<file path="src/rtl/imm_encoder.sv">
// Two-stage RISC-V instruction assembler: S1 latches fields and range-checks imm, S2 holds the word.
// Latency 2 cycles, 1 word/cycle; each stage stalls only when full and its downstream is stalled.
module imm_encoder (
    input  logic        clk,
    input  logic        rst,
    input  logic        in_valid,
    output logic        in_ready,
    input  logic [2:0]  fmt,
    input  logic [6:0]  opcode,
    input  logic [2:0]  funct3,
    input  logic [4:0]  rd,
    input  logic [4:0]  rs1,
    input  logic [4:0]  rs2,
    input  logic [31:0] imm,
    output logic        out_valid,
    input  logic        out_ready,
    output logic [31:0] instr,
    output logic        err,
    output logic [15:0] enc_count,
    output logic [15:0] err_count
);
    localparam logic [2:0]  FMT_I = 3'b000;
    localparam logic [2:0]  FMT_U = 3'b001;
    localparam logic [2:0]  FMT_B = 3'b010;
    localparam logic [2:0]  FMT_J = 3'b011;
    localparam logic [2:0]  FMT_S = 3'b100;
    localparam logic [31:0] NOP   = 32'h0000_0013;

    logic        s1_valid;
    logic [2:0]  s1_fmt;
    logic [6:0]  s1_opcode;
    logic [2:0]  s1_funct3;
    logic [4:0]  s1_rd;
    logic [4:0]  s1_rs1;
    logic [4:0]  s1_rs2;
    logic [31:0] s1_imm;
    logic        s1_bad;
    logic        s2_valid;
    logic        s1_ready;
    logic        s2_ready;
    logic        bad;
    logic [31:0] word;

    assign s2_ready  = !s2_valid || out_ready;
    assign s1_ready  = !s1_valid || s2_ready;
    assign in_ready  = s1_ready;
    assign out_valid = s2_valid;

    // Bits above the field must all replicate the field's sign bit.
    always_comb begin
        bad = 1'b0;
        case (fmt)
            FMT_I, FMT_S: bad = (imm[31:11] != {21{imm[11]}});
            FMT_B:        bad = (imm[31:12] != {20{imm[12]}}) || imm[0];
            FMT_U:        bad = (imm[11:0] != 12'd0);
            FMT_J:        bad = (imm[31:20] != {12{imm[20]}}) || imm[0];
            default:      bad = 1'b1;
        endcase
    end

    always_ff @(posedge clk or posedge rst) begin
        if (rst) begin
            s1_valid  <= 1'b0;
            s1_fmt    <= 3'd0;
            s1_opcode <= 7'd0;
            s1_funct3 <= 3'd0;
            s1_rd     <= 5'd0;
            s1_rs1    <= 5'd0;
            s1_rs2    <= 5'd0;
            s1_imm    <= 32'd0;
            s1_bad    <= 1'b0;
        end else if (s1_ready) begin
            s1_valid <= in_valid;
            if (in_valid) begin
                s1_fmt    <= fmt;
                s1_opcode <= opcode;
                s1_funct3 <= funct3;
                s1_rd     <= rd;
                s1_rs1    <= rs1;
                s1_rs2    <= rs2;
                s1_imm    <= imm;
                s1_bad    <= bad;
            end
        end
    end

    always_comb begin
        word = NOP;
        case (s1_fmt)
            FMT_I: word = {s1_imm[11:0], s1_rs1, s1_funct3, s1_rd, s1_opcode};
            FMT_S: word = {s1_imm[11:5], s1_rs2, s1_rs1, s1_funct3, s1_imm[4:0], s1_opcode};
            FMT_B: word = {s1_imm[12], s1_imm[10:5], s1_rs2, s1_rs1, s1_funct3,
                           s1_imm[4:1], s1_imm[11], s1_opcode};
            FMT_U: word = {s1_imm[31:12], s1_rd, s1_opcode};
            FMT_J: word = {s1_imm[20], s1_imm[10:1], s1_imm[11], s1_imm[19:12], s1_rd, s1_opcode};
            default: word = NOP;
        endcase
        if (s1_bad)
            word = NOP;
    end

    // S2 only reloads when it can hand off, so instr/err stay frozen under backpressure.
    always_ff @(posedge clk or posedge rst) begin
        if (rst) begin
            s2_valid  <= 1'b0;
            instr     <= 32'd0;
            err       <= 1'b0;
            enc_count <= 16'd0;
            err_count <= 16'd0;
        end else begin
            if (s2_ready) begin
                s2_valid <= s1_valid;
                if (s1_valid) begin
                    instr <= word;
                    err   <= s1_bad;
                end
            end
            if (s2_valid && out_ready) begin
                if (err) begin
                    if (err_count != 16'hFFFF)
                        err_count <= err_count + 16'd1;
                end else if (enc_count != 16'hFFFF) begin
                    enc_count <= enc_count + 16'd1;
                end
            end
        end
    end
endmodule

</file>
<file path="config.mk">
export PLATFORM = sky130hd
export DESIGN_NAME = imm_encoder
export DESIGN_NICKNAME = d
export VERILOG_FILES = /design/src/rtl/imm_encoder.sv
export SDC_FILE = /design/constraint.sdc
export NUM_CORES = 1
export LEC_CHECK = 0
export CELL_PAD_IN_SITES_DETAIL_PLACEMENT = 1
export CELL_PAD_IN_SITES_GLOBAL_PLACEMENT = 1
export CORE_MARGIN = 2
export CORE_UTILIZATION = 35
export CTS_BUF_LIST = sky130_fd_sc_hd__clkbuf_8 sky130_fd_sc_hd__clkbuf_16
export DETAILED_ROUTE_END_ITERATION = 16
export PLACE_DENSITY = 0.84
export SLEW_MARGIN = 20
export SYNTH_ARGS = -nofsm -noshare
export SYNTH_HDL_FRONTEND = slang
export SYNTH_SLANG_ARGS = --single-unit
</file>
<file path="constraint.sdc">
create_clock -name clk -period 13 [get_ports clk]
set_clock_uncertainty 0.15 [all_clocks]
set_input_delay 3.25 -clock clk [delete_from_list [all_inputs] [get_ports clk]]
set_output_delay 3.25 -clock clk [all_outputs]
set_load 0.05 [all_outputs]
</file>
==> flow_summary_export.csv <==
group,metric,value,unit
clock_network,cts_tree,"built",
clock_network,cts.sinks,128,
placed_design,placed_cell_area,7380,um^2
critical_path,r2r-end,"instr[30]",
power_and_ir_drop,power_switching_share,30.73,%
clock_network,clk_latency,0.42,ns
global_route,antenna_found_initial,1,
synth,yosys_warnings,0,
critical_path,critPathKind,"input port to output port",
finish,nets,722,
routing,drc_errors,0,
critical_path,cp.arrival,4.82,ns
sta,setup_viol,0,
clock_network,postCtsSetupBuffers,0,
routing,vias,4673,
power_and_ir_drop,p_leak,3.349,nW
sta,relSlewSlack,35.99,%
power_and_ir_drop,clock_power_share,39.3,%
synth,syn_area_per_cell,11.22,um^2
critical_path,cp_num_buf_inv,2,
sta,post-route-period-util,63.27,%
routing,wl_per_cell,19.20,um
sta,rsz0062_at_grt,"false",
synth,synth_edf_count,0,
clock_network,htreeDepth,4,
finish,area_growth,37.22,%
routing,drt-initial-drc-count,300,
routing,drt_wl_total,17070,um
clock_network,numCtsBuffers,17,
sta,maxSlewViolCount,0,
critical_path,r2r_cells,4,
floorplan,dieArea,17810,um^2
critical_path,cp.required,9.60,ns
power_and_ir_drop,p_switching,0.4217,mW
sta,post-route-min-period,8.225,ns
routing,viasPerCell,5.256,
critical_path,crit_family,"buffers and inverters",
routing,firstDrtPassIters,4,
synth,ys_seq_area_share,54.61,%
power_and_ir_drop,combPwrFrac,23.4,%
synth,async_flop_share,100.0,%
floorplan,die_w,133.5,um
finish,drive_above_1_share,16.44,%
status,status,"finished clean",
critical_path,cp-end-kind,"output port",
floorplan,start_util,35.62,%
clock_network,cts_hold_buf,0,
placed_design,dpl.hpwl,12300,um
synth,syn_inst,523,
placed_design,dp_slack,4.772,ns
sta,fmax,121.6,MHz
worst_hold_path,holdPathStages,1,
power_and_ir_drop,ir_worst_vdd,0.09540,mV
critical_path,crit_path_max_incr_delay,0.83,ns
clock_network,clk_pin_slew,0.05,ns
power_and_ir_drop,p_seq_share,37.3,%
power_and_ir_drop,total_power,1.372,mW
global_route,grt_pass1_wl,27650,um
routing,antenna_left,0,
critical_path,crit_chain,"clkdlybuf4s50_1 > nand3b_1 > clkdlybuf4s50_1",
sta,hold_viol,0,
power_and_ir_drop,power_density,170.5,nW/um^2
global_route,overflow,0,
floorplan,rows,47,
placed_design,io_buffers,130,
floorplan,core-area,16470,um^2
sta,setup_tns,0,ns
critical_path,r2r_start,"s1_fmt[2]",
floorplan,io_pins,131,
critical_path,startpoint_type,"input port",
critical_path,cpMostUsedCell,"clkdlybuf4s50_1",
global_route,grt_max_degree,71,
global_route,grt_util_all_layers,20.02,%
critical_path,ff2ff_setup_slack,10.34,ns
synth,synth_ff_type,"dfrtp_1",
synth,synth_area,5866,um^2
critical_path,crit_fanout,4,
sta,layout_setup_ws,4.775,ns
critical_path,crit_slowest_cell,"clkdlybuf4s50_1",
floorplan,die_h,133.5,um
clock_network,cts_buffer_depth,2,
synth,synth.ff_latch_count,128,
clock_network,cts_resized,0,
worst_hold_path,whs_endpoint,"instr[2]",
finish,antenna_cells,0,
power_and_ir_drop,p_int,0.9504,mW
finish,stdcell_area,8049,um^2
worst_hold_path,hp-class,"flip-flop to flip-flop",
placed_design,globalplace.congestion,0.8083,
clock_network,root_buffer,"clkbuf_16",
synth,synthesis.nets,589,
worst_hold_path,min_from,"s1_opcode[2]",
global_route,grt_pass1_vias,5072,
synth,ys_types,48,
flow_run,maxCapViolCount,0,
sta,tightest_slew,0.9602,ns
-- final cells by class --
type                    count  area, um^2
inverters                   8       32.53
repair buffers            134        1331
clock inverters            13       216.5
clock buffers              19       452.9
flip-flops and latches    128        3203
fillers                  1782        8417
multi-input cells         367        2537
well taps                 220       275.3
-- power groups by stage --
stage	logic, mW	clock network [mW]	registers, mW
floorplan	0.127	0	0.587
global placement	0.310	0	0.512
detailed placement	0.323	0	0.519
CTS	0.325	0.549	0.512
global route	0.343	0.568	0.522
finish	0.321	0.539	0.512
-- synth_stat cells (6+ instances only) --
cell type	n	share of area (%)
nor2_1	38	2.4
nor3_1	12	1.0
a22o_1	9	1.3
a22oi_1	12	1.5
nand2_1	47	3.0
a211oi_1	8	1.0
dfrtp_1	128	55
nand4_1	13	1.4
mux2i_1	6	1.0
a21oi_1	29	2.5
xor2_1	15	2.2
xnor2_1	14	2.1
nand3_1	11	0.94
o21ai_0	24	2.0
mux2_2	62	12
buf_2	12	1.0
nor2b_1	14	1.5
clkbuf_1	6	0.38
inv_1	7	0.45
-- cells by family (layout without fill, tap and decap cells) --
group	Yosys count	in the layout	share of synthesized area [%]
XOR/XNOR	29	29	4.330
buffers and inverters	28	174	2.218
AO/OA/AOI/OAI	100	100	10.73
multiplexers	69	69	13.31
flip-flops	128	128	54.61
AND/OR/NAND/NOR	167	167	14.38
adder cells (fa/ha/maj)	2	2	0.4266
-- placed cells by master (no fill, tap or decap), types with 5 or more instances in the layout --
cell type,n
mux2_2,62
a22oi_1,12
a22o_1,9
o21ai_0,24
xor2_1,15
a211oi_1,8
xnor2_1,14
nand3_1,11
nand4_1,13
inv_1,8
dfrtp_1,128
mux2i_1,6
nor2b_1,13
clkbuf_16,17
clkdlybuf4s50_1,130
nor2_1,38
nand2_1,46
nor3_1,12
bufinv_16,6
a21oi_1,29
o22ai_1,5
or3_1,5
-- metrics by stage --
stage               cells  utilization, %  hold WS (ns)
floorplan             523               -        0.3044
global placement      857           44.80        0.3100
detailed placement    857           44.82        0.3257
CTS                   889           48.88        0.3387
global route          889           48.88        0.3635
finish                889           48.88        0.3354
-- state kept, by name, summed over array words and instances, names as in the netlist, 3 cells and up --
name,cells
s1_rd,5
s1_fmt,3
err_count,16
s1_imm,32
s1_rs2,5
s1_funct3,3
instr,32
enc_count,16
s1_opcode,7
s1_rs1,5
-- routing by layer --
metal	track usage [%]	part of all wire [%]	vias to the layer above
met1	25.26	43	2375
met4	5.851	1.1	2
li1	-	-	2142
met3	4.642	5.1	14
met5	0	0.076	-
met2	34.39	51	140
-- how the worst max path moves through the flow --
stage / slack (ns) / depth (start not counted) / start / end
detailed placement: 4.77 / 3 / out_ready / in_ready
global route: 4.73 / 3 / out_ready / in_ready
finish: 4.78 / 3 / out_ready / in_ready
CTS: 4.77 / 3 / out_ready / in_ready
floorplan: 5.85 / 1 / out_ready / in_ready
global placement: 4.84 / 3 / out_ready / in_ready
Power figures use the tool's default switching activity.
